[config.mk]
export PLATFORM = sky130hd
export DESIGN_NAME = mem_access_ctrl_flat
export DESIGN_NICKNAME = d
export VERILOG_FILES = /design/src/rtl/mem_access_ctrl_if.sv /design/src/rtl/mem_access_ctrl.sv /design/src/flat_wrapper.sv
export SDC_FILE = /design/constraint.sdc
export NUM_CORES = 1
export LEC_CHECK = 0
export ABC_AREA = 1
export BUFFER_PORTS_ARGS = -buffer_cell sky130_fd_sc_hd__buf_2
export CAP_MARGIN = 25
export CORE_MARGIN = 5
export CORE_UTILIZATION = 39
export CTS_BUF_LIST = sky130_fd_sc_hd__clkbuf_16
export DETAILED_ROUTE_END_ITERATION = 10
export GPL_TIMING_DRIVEN = 0
export PLACE_DENSITY = 0.69
export SLEW_MARGIN = 20
export SYNTH_ARGS = -nofsm -noshare
export SYNTH_HDL_FRONTEND = slang
export SYNTH_SLANG_ARGS = --single-unit
[constraint.sdc]
create_clock -name clk -period 1.6 [get_ports clk]
set_input_delay 0.24 -clock clk [delete_from_list [all_inputs] [get_ports clk]]
set_output_delay 0.24 -clock clk [all_outputs]
set_load 0.005 [all_outputs]
[src/rtl/mem_access_ctrl_if.sv]
// Request/response bundle between the EXE/MEM pipeline register, the data
// memory and mem_access_ctrl. slave = controller view, master = surroundings.
interface mem_access_ctrl_if;
  logic        mem_r_en;
  logic        mem_w_en;
  logic [31:0] addr_in;
  logic [31:0] wdata_in;
  logic        dm_read;
  logic        dm_write;
  logic [31:0] dm_addr;
  logic [31:0] dm_wdata;
  logic [31:0] dm_rdata;
  logic        freeze;
  logic [31:0] rdata;
  logic        rdata_valid;
  logic        fault;

  modport slave (
    input  mem_r_en, mem_w_en, addr_in, wdata_in, dm_rdata,
    output dm_read, dm_write, dm_addr, dm_wdata, freeze, rdata, rdata_valid, fault
  );

  modport master (
    output mem_r_en, mem_w_en, addr_in, wdata_in, dm_rdata,
    input  dm_read, dm_write, dm_addr, dm_wdata, freeze, rdata, rdata_valid, fault
  );
endinterface

[src/rtl/mem_access_ctrl.sv]
// Multi-cycle data-memory access controller with pipeline freeze.
// Optional address checking enabled by defining MEM_CTRL_ALIGN_CHECK_EN.
module mem_access_ctrl #(
  parameter int unsigned WAIT_CYCLES = 3,
  parameter logic [31:0] BASE_ADDR   = 32'h0000_0400
) (
  input  logic             clk,
  input  logic             rst,
  mem_access_ctrl_if.slave bus
);

  typedef enum logic [1:0] {
    IDLE   = 2'd0,
    ACCESS = 2'd1,
    DONE   = 2'd2
  } state_t;

  localparam logic [3:0] CNT_INIT = 4'(WAIT_CYCLES - 1);

  if (WAIT_CYCLES < 1 || WAIT_CYCLES > 15) begin : g_bad_wait
    $error("mem_access_ctrl: WAIT_CYCLES must be 1..15");
  end
  if (BASE_ADDR[1:0] != 2'b00) begin : g_bad_base
    $error("mem_access_ctrl: BASE_ADDR must be word aligned");
  end

  state_t      state;
  state_t      state_nxt;
  logic [3:0]  cnt;
  logic        is_load;
  logic        req_one;
  logic        req_both;
  logic        addr_bad;
  logic        accept;

  assign req_one  = bus.mem_r_en ^ bus.mem_w_en;
  assign req_both = bus.mem_r_en & bus.mem_w_en;

`ifdef MEM_CTRL_ALIGN_CHECK_EN
  assign addr_bad = (bus.addr_in[1:0] != 2'b00) || (bus.addr_in < BASE_ADDR);
`else
  assign addr_bad = 1'b0;
`endif

  // A cycle with reset asserted never accepts or faults, so freeze stays low.
  assign accept = rst && (state == IDLE) && req_one && !addr_bad;

  always_ff @(posedge clk) begin
    if (!rst) begin
      state <= IDLE;
    end else begin
      state <= state_nxt;
    end
  end

  always_comb begin
    state_nxt       = state;
    bus.freeze      = 1'b0;
    bus.dm_read     = 1'b0;
    bus.dm_write    = 1'b0;
    bus.rdata_valid = 1'b0;
    bus.fault       = 1'b0;
    case (state)
      IDLE: begin
        if (accept) begin
          bus.freeze = 1'b1;
          state_nxt  = ACCESS;
        end else if (rst && (req_both || (req_one && addr_bad))) begin
          bus.fault = 1'b1;
        end
      end
      ACCESS: begin
        bus.freeze   = 1'b1;
        bus.dm_read  = is_load;
        bus.dm_write = !is_load && (cnt == 4'd0);
        if (cnt == 4'd0) begin
          state_nxt = DONE;
        end
      end
      DONE: begin
        bus.rdata_valid = is_load;
        state_nxt       = IDLE;
      end
      default: begin
        state_nxt = IDLE;
      end
    endcase
  end

  always_ff @(posedge clk) begin
    if (!rst) begin
      cnt          <= '0;
      is_load      <= 1'b0;
      bus.dm_addr  <= '0;
      bus.dm_wdata <= '0;
      bus.rdata    <= '0;
    end else begin
      if (accept) begin
        cnt          <= CNT_INIT;
        is_load      <= bus.mem_r_en;
        bus.dm_addr  <= bus.addr_in;
        bus.dm_wdata <= bus.wdata_in;
      end else if (state == ACCESS && cnt != 4'd0) begin
        cnt <= cnt - 4'd1;
      end
      if (state == ACCESS && is_load && cnt == 4'd0) begin
        bus.rdata <= bus.dm_rdata;
      end
    end
  end

endmodule

[src/flat_wrapper.sv]
// flat-port wrapper written by rule: the top's interface ports become plain ports
module mem_access_ctrl_flat 
#(
  parameter int unsigned WAIT_CYCLES = 3,
  parameter logic [31:0] BASE_ADDR   = 32'h0000_0400
)
  (clk, rst, bus_mem_r_en, bus_mem_w_en, bus_addr_in, bus_wdata_in, bus_dm_rdata, bus_dm_read, bus_dm_write, bus_dm_addr, bus_dm_wdata, bus_freeze, bus_rdata, bus_rdata_valid, bus_fault);
  mem_access_ctrl_if bus_i ();
  input  logic clk;
  input  logic rst;
  input wire logic [$bits(bus_i.mem_r_en)-1:0] bus_mem_r_en;
  input wire logic [$bits(bus_i.mem_w_en)-1:0] bus_mem_w_en;
  input wire logic [$bits(bus_i.addr_in)-1:0] bus_addr_in;
  input wire logic [$bits(bus_i.wdata_in)-1:0] bus_wdata_in;
  input wire logic [$bits(bus_i.dm_rdata)-1:0] bus_dm_rdata;
  output wire logic [$bits(bus_i.dm_read)-1:0] bus_dm_read;
  output wire logic [$bits(bus_i.dm_write)-1:0] bus_dm_write;
  output wire logic [$bits(bus_i.dm_addr)-1:0] bus_dm_addr;
  output wire logic [$bits(bus_i.dm_wdata)-1:0] bus_dm_wdata;
  output wire logic [$bits(bus_i.freeze)-1:0] bus_freeze;
  output wire logic [$bits(bus_i.rdata)-1:0] bus_rdata;
  output wire logic [$bits(bus_i.rdata_valid)-1:0] bus_rdata_valid;
  output wire logic [$bits(bus_i.fault)-1:0] bus_fault;
  assign bus_i.mem_r_en = bus_mem_r_en;
  assign bus_i.mem_w_en = bus_mem_w_en;
  assign bus_i.addr_in = bus_addr_in;
  assign bus_i.wdata_in = bus_wdata_in;
  assign bus_i.dm_rdata = bus_dm_rdata;
  assign bus_dm_read = bus_i.dm_read;
  assign bus_dm_write = bus_i.dm_write;
  assign bus_dm_addr = bus_i.dm_addr;
  assign bus_dm_wdata = bus_i.dm_wdata;
  assign bus_freeze = bus_i.freeze;
  assign bus_rdata = bus_i.rdata;
  assign bus_rdata_valid = bus_i.rdata_valid;
  assign bus_fault = bus_i.fault;
  mem_access_ctrl #(.WAIT_CYCLES(WAIT_CYCLES), .BASE_ADDR(BASE_ADDR)) u_core (.clk(clk), .rst(rst), .bus(bus_i));
endmodule
Word-level counts from Yosys, hierarchy flattened --
Cells that the tools add are included.
Word-level totals: word-level logic and storage cells 42, output and inout port bits 101, register bits 103
Cells by class: multiplexer cells 13, eq/ne operators 4, bitwise gates (word level) 3, reductions and logical operators 14, add/sub/neg operators 1
Operators with widths (count):
- $mux 2 | 4
- $logic_and 1x1->1 | 7
- $mux 1 | 7
- $logic_not 4->1 | 1
- $ne 2x1->1 const B | 2
- $pmux 2 s2 | 1
- $reduce_bool 4->1 | 1
- $sub 4x1->4 const B | 1
- $eq 2x1->1 const B | 1
- $eq 2x2->1 const B | 1
- $logic_not 2->1 | 1
- $pmux 1 s2 | 1
- $reduce_and 2->1 | 1
- $reduce_bool 2->1 | 1
- $reduce_or 2->1 | 1
- $and 1x1->1 | 1
- $logic_not 1->1 | 1
- $not 1->1 | 1
- $xor 1x1->1 | 1

Longest topological paths before layout --
Gate-level depths: netlist of run 1.
word-level depth 5, gate-level depth with buffers 8, gate-level depth less buffers 7

Worst setup path before layout of run 1 --
OpenSTA, ideal clock, no wires.
path kind reg2reg, start point register u_core.cnt[0], end point register u_core.bus.rdata[23], required time 1487 ps, buffers on the path 1, stages on the path, launching flop included 9, arrival 1230 ps, setup slack 257 ps, library setup time 113 ps, cell sequence dfxtp_1 > inv_1 > ha_1 > nand2_1 > nor2_8 > buf_6 > nand2_1 > nand2_1 > nor2_1
Between the ends: word-level cells in the longest chain between the ends 2
Ends and longest elaborated chain:
- start, declared | RTL line mem_access_ctrl.sv:29 | logic [3:0] cnt;
- start signal, assigned | RTL line mem_access_ctrl.sv:104 | cnt <= cnt - 4'd1;
- $logic_not 4->1 | RTL line mem_access_ctrl.sv:106 | if (state == ACCESS && is_load && cnt == 4'd0) begin
- $logic_and 1x1->1 | RTL line mem_access_ctrl.sv:106
- end signal, assigned | RTL line mem_access_ctrl.sv:107 | bus.rdata <= bus.dm_rdata;
- end, declared | RTL line mem_access_ctrl_if.sv:20 | output dm_read, dm_write, dm_addr, dm_wdata, freeze, rdata, rdata_valid, fault
Every way passes these cells. A chain may end at the register's enable or synchronous reset.

Final worst setup path of run 1 --
start point register u_core.state[0], end point output port bus_fault
Between the ends: word-level cells in the longest chain between the ends 5
Ends and longest elaborated chain:
- start, declared | RTL line mem_access_ctrl.sv:27 | state_t state;
- start signal, assigned | RTL line mem_access_ctrl.sv:52 | state <= state_nxt;
- $logic_not 2->1 (*) | RTL line mem_access_ctrl.sv:46, mem_access_ctrl.sv:63
- $logic_and 1x1->1 (2 in a row) | RTL line mem_access_ctrl.sv:46 | assign accept = rst && (state == IDLE) && req_one && !addr_bad;
- $mux 1 | RTL line mem_access_ctrl.sv:65 | if (accept) begin
- $mux 1 (*) | RTL line mem_access_ctrl.sv:63 | case (state)
- end, declared | RTL line flat_wrapper.sv:23 | output wire logic [$bits(bus_i.fault)-1:0] bus_fault;
Mark *: on every way between the ends. The rest lies on a longest branch, timed or not.

==> reports/metrics.csv, run 1 <==
metric,value,unit
synth_area_per_cell,7.32,sq um
synth_top_cell_area_share,0.524,
hold-worst-slack,0.140,ns
slew_violations,0,
synthArstFlopShare,0,
ys_seq_area_frac,0.524,
startpoint,u_core.state[0],
rsz0062_at_grt,false,
critPathLaunchType,flop,
period_needed,1.52,ns
wl_per_cell,12.7,um
cts_root_buf,clkbuf_16,
fin_crit_sh,0.951,
remaining_drc_errors,0,
seqCellArea,0.00207,sq mm
r2r_slack,0.18,ns
dp.final_hpwl,8810,um
vias_per_cell,4.48,
drive_gt1_frac,0.337,
cts_tree,done,
dp_worst_setup_slack,-0.0847,ns
die_w,110,um
row_count,36,
syn_to_final_growth,39.3,%
final_cell_area,0.00548,sq mm
num_antenna_cells,0,
grt_pass1_wl,18600,um
grt_max_degree,18,
multiInputGateArea,0.00156,sq mm
ir_worst_vdd,0.000674,V
fmax,0.657,GHz
clkSlewWorstSetupHoldPaths,0.07,ns
clock_power_share,0.365,
synth_fp_nets,640,
internal-power,4.09,mW
crit_end,bus_fault,
final.setup.worst_slack,0.0782,ns
synth_area,0.00394,sq mm
clock-sinks,103,
drtIter0Drc,221,
worstSkewPairLatency,0.34,ns
slowest_stage,dfxtp_4,
synth_top_area_cell,dfxtp_1,
maxCapViolations,0,
finalSetupViolCount,0,
switchingPower,1.46,mW
cp.arrival,1.28,ns
critPathMaxFanout,4,
yosys_warnings,0,
worstPathRequired,1.36,ns
worst_pin_slew,0.489,ns
p_leak,2.79,nW
gp_congestion,0.826,
crit_buf_inv,2,
ys.flop_type,dfxtp_1,
rr_endpoint,u_core.bus.dm_wdata[14],
slowest_delay,0.37,ns
setup_tns,0,ns
drt-pass1-iter-count,4,
maxSlewHeadroom,0.674,
postSynthCellCount,538,
total_power,5.55,mW
start_util,0.401,
synth_edf_count,0,
ant_nets,0,
crit_type,reg -> out,
reg2reg_depth,8,
min_path_type,in -> reg,
die_y,110,um
r2r_start,u_core.state[0],
cts.path.max_buffers,2,
grt-ovfl-total,0,
io_pins,201,
final_common_cell,buf_2,
placed_area,0.00510,sq mm
nFillCells,998,
grt_pass1_vias,3973,
antenna_found_initial,0,
hold_viol,0,
grt.total_usage,0.180,
end_kind,output pin,
final_cell_mix,"buf_2 (207), nand2_1 (205), dfxtp_1 (101)",
crit_chain,nor2_4 -> nand3_4 -> buf_6 -> nand3_2 -> nor3_2 -> buf_2,
p_per_area,1010,mW/mm^2
h-tree-depth,3,
vias,3993,
swShare,0.263,
ys_types,20,
combPwrFrac,0.139,
crit_family,flip-flops,
synthTopCellsByArea,"dfxtp_1 (52%), nand2_1 (20%), a21oi_1 (8.6%), nor2_1 (7.1%), inv_1 (3.7%)",
coreArea,0.00982,sq mm
finalClockSkew,0.00801,ns
wirelength,11300,um
die_area,0.0122,sq mm
status,finished clean,
ys_ff_latch,103,
cts_made_buffers,9,
cp.depth,6,
port_buffers,199,
seqPwrFrac,0.496,
nets,856,
## cell families after synthesis
kind of cell / synth area share
buf+inv: 0.0931
flops: 0.524
xor+xnor: 0.00222
compound gates: 0.0864
fa+ha+maj: 0.00635
simple gates: 0.288
## Yosys cell counts, types with 3 or more instances
library cell	n
a21oi_1	68
nor2_1	74
inv_2	3
nand2_1	206
buf_1	4
buf_2	8
nand3_1	5
dfxtp_1	103
buf_6	10
inv_1	39
clkbuf_1	7
## flip-flops by register name, summed over array words and instances (netlist names)
signal,flops
u_core.bus.dm_addr,32
u_core.bus.dm_wdata,32
u_core.bus.rdata,32
u_core.cnt,4
u_core.is_load,1
u_core.state,2
## worst min-delay path by stage
stage                       startpoint                       to  slack [ns]  cells after the start
5_1_grt                 bus_addr_in[6]    u_core.bus.dm_addr[6]        0.13                      3
3_3_place_gp   u_core.bus.dm_wdata[24]  u_core.bus.dm_wdata[24]        0.45                      2
3_5_place_dp    u_core.bus.dm_addr[28]   u_core.bus.dm_addr[28]        0.45                      2
4_1_cts                bus_wdata_in[3]   u_core.bus.dm_wdata[3]        0.13                      3
2_1_floorplan          bus_addr_in[12]   u_core.bus.dm_addr[12]        0.38                      2
6_report               bus_wdata_in[3]   u_core.bus.dm_wdata[3]        0.14                      3
## cell type report
class                      count  area share
multi-input combinational    363       0.285
tap                          133      0.0303
clock inverter                 7     0.00890
buffer                        31      0.0406
timing repair buffer         204       0.188
clock buffer                   9      0.0411
inverter                      42      0.0287
sequential                   103       0.377
## worst min-delay path, cell delays in order
cell and delay [ns]:
buf_2 0.09, nand2_1 0.05, a21oi_1 0.05
## metal layers
| layer | part of all wire | track usage |
|---|---|---|
| met1 | 0.41 | 0.198 |
| met2 | 0.48 | 0.311 |
| met3 | 0.11 | 0.0925 |
| met4 | 0.0053 | 0.0369 |
| met5 | 0 | 0 |
## per-stage QoR
stage | util | instances
4_1_cts | 0.552 | 889
5_1_grt | 0.558 | 892
2_1_floorplan | - | 538
6_report | 0.558 | 892
3_3_place_gp | 0.519 | 870
3_5_place_dp | 0.519 | 870
## power groups by stage
| stage | combinational, mW | sequential, mW | clock [mW] |
|---|---|---|---|
| CTS | 0.757 | 2.75 | 2.07 |
| finish | 0.772 | 2.75 | 2.03 |
| floorplan | 0.382 | 2.81 | 0 |
| detailed placement | 0.736 | 2.81 | 0 |
| global route | 0.875 | 2.76 | 2.19 |
| global placement | 0.719 | 2.80 | 0 |
## timing repair
| item | in CTS | in global routing |
|---|---|---|
| cloned | 0 | 1 |
| buffers inserted | 3 | 2 |
| pin swaps | 1 | 3 |
| gates resized for setup | 8 | 10 |
| endpoints found under the hold margin | 0 | 0 |
| endpoints found under the setup margin | 2 | 37 |
| hold buffers | 0 | 0 |
Note: power is estimated with default switching activity, not from simulation.
==> run 2: changes to the inputs <==
==> constraint.sdc (replaced) <==
create_clock -name clk -period 1.6 [get_ports clk]
set_input_delay 0.24 -clock clk [delete_from_list [all_inputs] [get_ports clk]]
set_output_delay 0.24 -clock clk [all_outputs]
set_load 0.05 [all_outputs]
==> run 2 against run 1 <==
Against the previous run:
- die area is the same
- count of clock-buffer cells in the layout is the same
- critical endpoint unchanged
- sequential power is essentially flat
- register-to-register slack lost 0.04 ns
- sequential share of layout area shrank 0.73 points
- critical path type unchanged
==> reports/metrics.csv, run 2 (synthesis results as in run 1) <==
metric,value,unit,change
final_cell_mix,"nand2_1 (205), buf_2 (203), dfxtp_1 (101)",,
grt-ovfl-total,0,,unchanged
dp.final_hpwl,8900,um,+0.94%
ant_nets,0,,unchanged
top_regs,"u_core.bus.dm_addr x32, u_core.bus.dm_wdata x32, u_core.bus.rdata x32",,
reg2reg_depth,8,,unchanged
grt_pass1_wl,18600,um,+0.30%
p_per_area,1120,mW/mm^2,+11%
cts.path.max_buffers,2,,unchanged
ir_worst_vdd,0.000494,V,-27%
dp_worst_setup_slack,-0.206,ns,-0.121 ns
min_path_type,in -> reg,,
rr_endpoint,u_core.bus.rdata[9],,
vias,4039,,+1.2%
finalClockSkew,0.00924,ns,+0.00123 ns
final.setup.worst_slack,0.00609,ns,-0.0721 ns
worst_pin_slew,0.481,ns,-0.00768 ns
setup_tns,0,ns,unchanged
cp.arrival,1.35,ns,+0.07 ns
cts_made_buffers,9,,unchanged
period_needed,1.59,ns,+0.0721 ns
io_pins,201,,unchanged
grt.total_usage,0.179,,-0.00123
crit_family,flip-flops,,
fmax,0.627,GHz,-4.5%
antenna_found_initial,0,,unchanged
port_buffers,199,,unchanged
cts_root_buf,clkbuf_16,,
finalSetupViolCount,0,,unchanged
start_util,0.401,,unchanged
die_w,110,um,unchanged
nets,858,,+0.23%
cts_tree,done,,
wl_per_cell,12.6,um,-0.45%
final_common_cell,nand2_1,,
vias_per_cell,4.52,,+0.93%
nFillCells,993,,-0.50%
hold_viol,0,,unchanged
maxCapViolations,0,,unchanged
critPathMaxFanout,4,,unchanged
maxSlewHeadroom,0.679,,+0.00512
status,finished clean,,
drtIter0Drc,211,,-4.5%
clock-sinks,103,,unchanged
die_area,0.0122,sq mm,unchanged
grt_pass1_vias,4002,,+0.73%
p_leak,2.83,nW,+1.5%
total_power,6.26,mW,+13%
r2r_slack,0.14,ns,-0.04 ns
drive_gt1_frac,0.343,,+0.00568
holdPathEnd,u_core.bus.dm_addr[15],,
cts_hold_repair.buffers,0,,unchanged
end_kind,output pin,,
utilization,0.570,,+0.0111
crit_chain,nor2_4 -> nand3_4 -> buf_6 -> nand3_4 -> nor3_4 -> buf_6,,
worstSkewPairLatency,0.33,ns,about the same
drt-pass1-iter-count,5,,+1
h-tree-depth,3,,unchanged
die_y,110,um,unchanged
remaining_drc_errors,0,,unchanged
hold_depth,3,,unchanged
hold-worst-slack,0.147,ns,+0.00729 ns
gp_congestion,0.783,,-5.2%
fin_crit_sh,0.996,,+0.0451
coreArea,0.00982,sq mm,unchanged
slowest_stage,dfxtp_4,,
clkSlewWorstSetupHoldPaths,0.07,ns,about the same
slowest_delay,0.39,ns,+0.02 ns
crit_type,reg -> out,,
row_count,36,,unchanged
worstPathRequired,1.36,ns,about the same
critPathLaunchType,flop,,
slew_violations,0,,unchanged
grt_max_degree,18,,unchanged
r2r_start,u_core.cnt[0],,
min_from,bus_addr_in[15],,
syn_to_final_growth,42.0,%,
wirelength,11300,um,-0.23%
num_antenna_cells,0,,unchanged
rsz0062_at_grt,true,,
crit_buf_inv,2,,unchanged
==> run 2: cell types whose count changed in the layout (fill, tap and decap cells not counted), sizes merged <==
cell      delta
buf          +3
clkinvlp     -1
bufinv       +2
clkinv       -2
inv          +1
nor2         -1
==> run 2: report_power, final <==
part	internal, mW	leakage [nW]	switching [mW]
clock network	1.38	0.159	0.925
logic	0.380	1.84	0.820
registers	2.68	0.839	0.0678
total	4.44	2.83	1.81
==> run 2: worst max path at each step <==
| stage | from | end | cells after the start |
|---|---|---|---|
| 2_1_floorplan | u_core.state[0] | bus_dm_write | 4 |
| 3_3_place_gp | bus_mem_w_en | bus_fault | 7 |
| 3_5_place_dp | bus_mem_w_en | bus_fault | 7 |
| 4_1_cts | u_core.state[1] | bus_fault | 6 |
| 5_1_grt | u_core.state[1] | bus_fault | 6 |
| 6_report | u_core.state[1] | bus_fault | 6 |
==> run 2: what timing repair did <==
item	in CTS	in global routing
gates resized for setup	21	8
setup buffers	6	2
pin swaps	3	3
endpoints found under the setup margin	4	3
==> run 2: layout make-up <==
class,instances,area [sq um],share of cell area
Multi-Input combinational cell,362,1570,0.281
Inverter,42,158,0.0282
Timing Repair Buffer,207,1080,0.194
Sequential cell,103,2070,0.370
Tap cell,133,166,0.0298
Clock buffer,9,225,0.0403
Buffer,31,223,0.0398
Clock inverter,7,96.3,0.0172
==> run 2: worst register-to-register path: stages (launching register included) <==
cell,delay [ns]
dfxtp_1,0.33
inv_2,0.09
ha_4,0.15
nand2_1,0.17
nor2_8,0.27
buf_6,0.17
nand2_1,0.06
nand2_1,0.07
nor2_1,0.05
==> run 2: metrics by stage <==
| stage | instance area, sq um | instances |
|---|---|---|
| 6_report | 5590 | 894 |
| 5_1_grt | 5590 | 894 |
| 4_1_cts | 5540 | 892 |
| 3_5_place_dp | 5110 | 870 |
| 3_3_place_gp | 5110 | 870 |
| 2_1_floorplan | 3950 | 538 |
==> run 2: per-layer routing <==
layer	track usage	up-vias	routed length (um)
met3	0.0749	13	1140
met4	0.0517	0	148
li1	-	2073	-
met2	0.308	151	5420
met1	0.201	1802	4560
met5	0	-	0
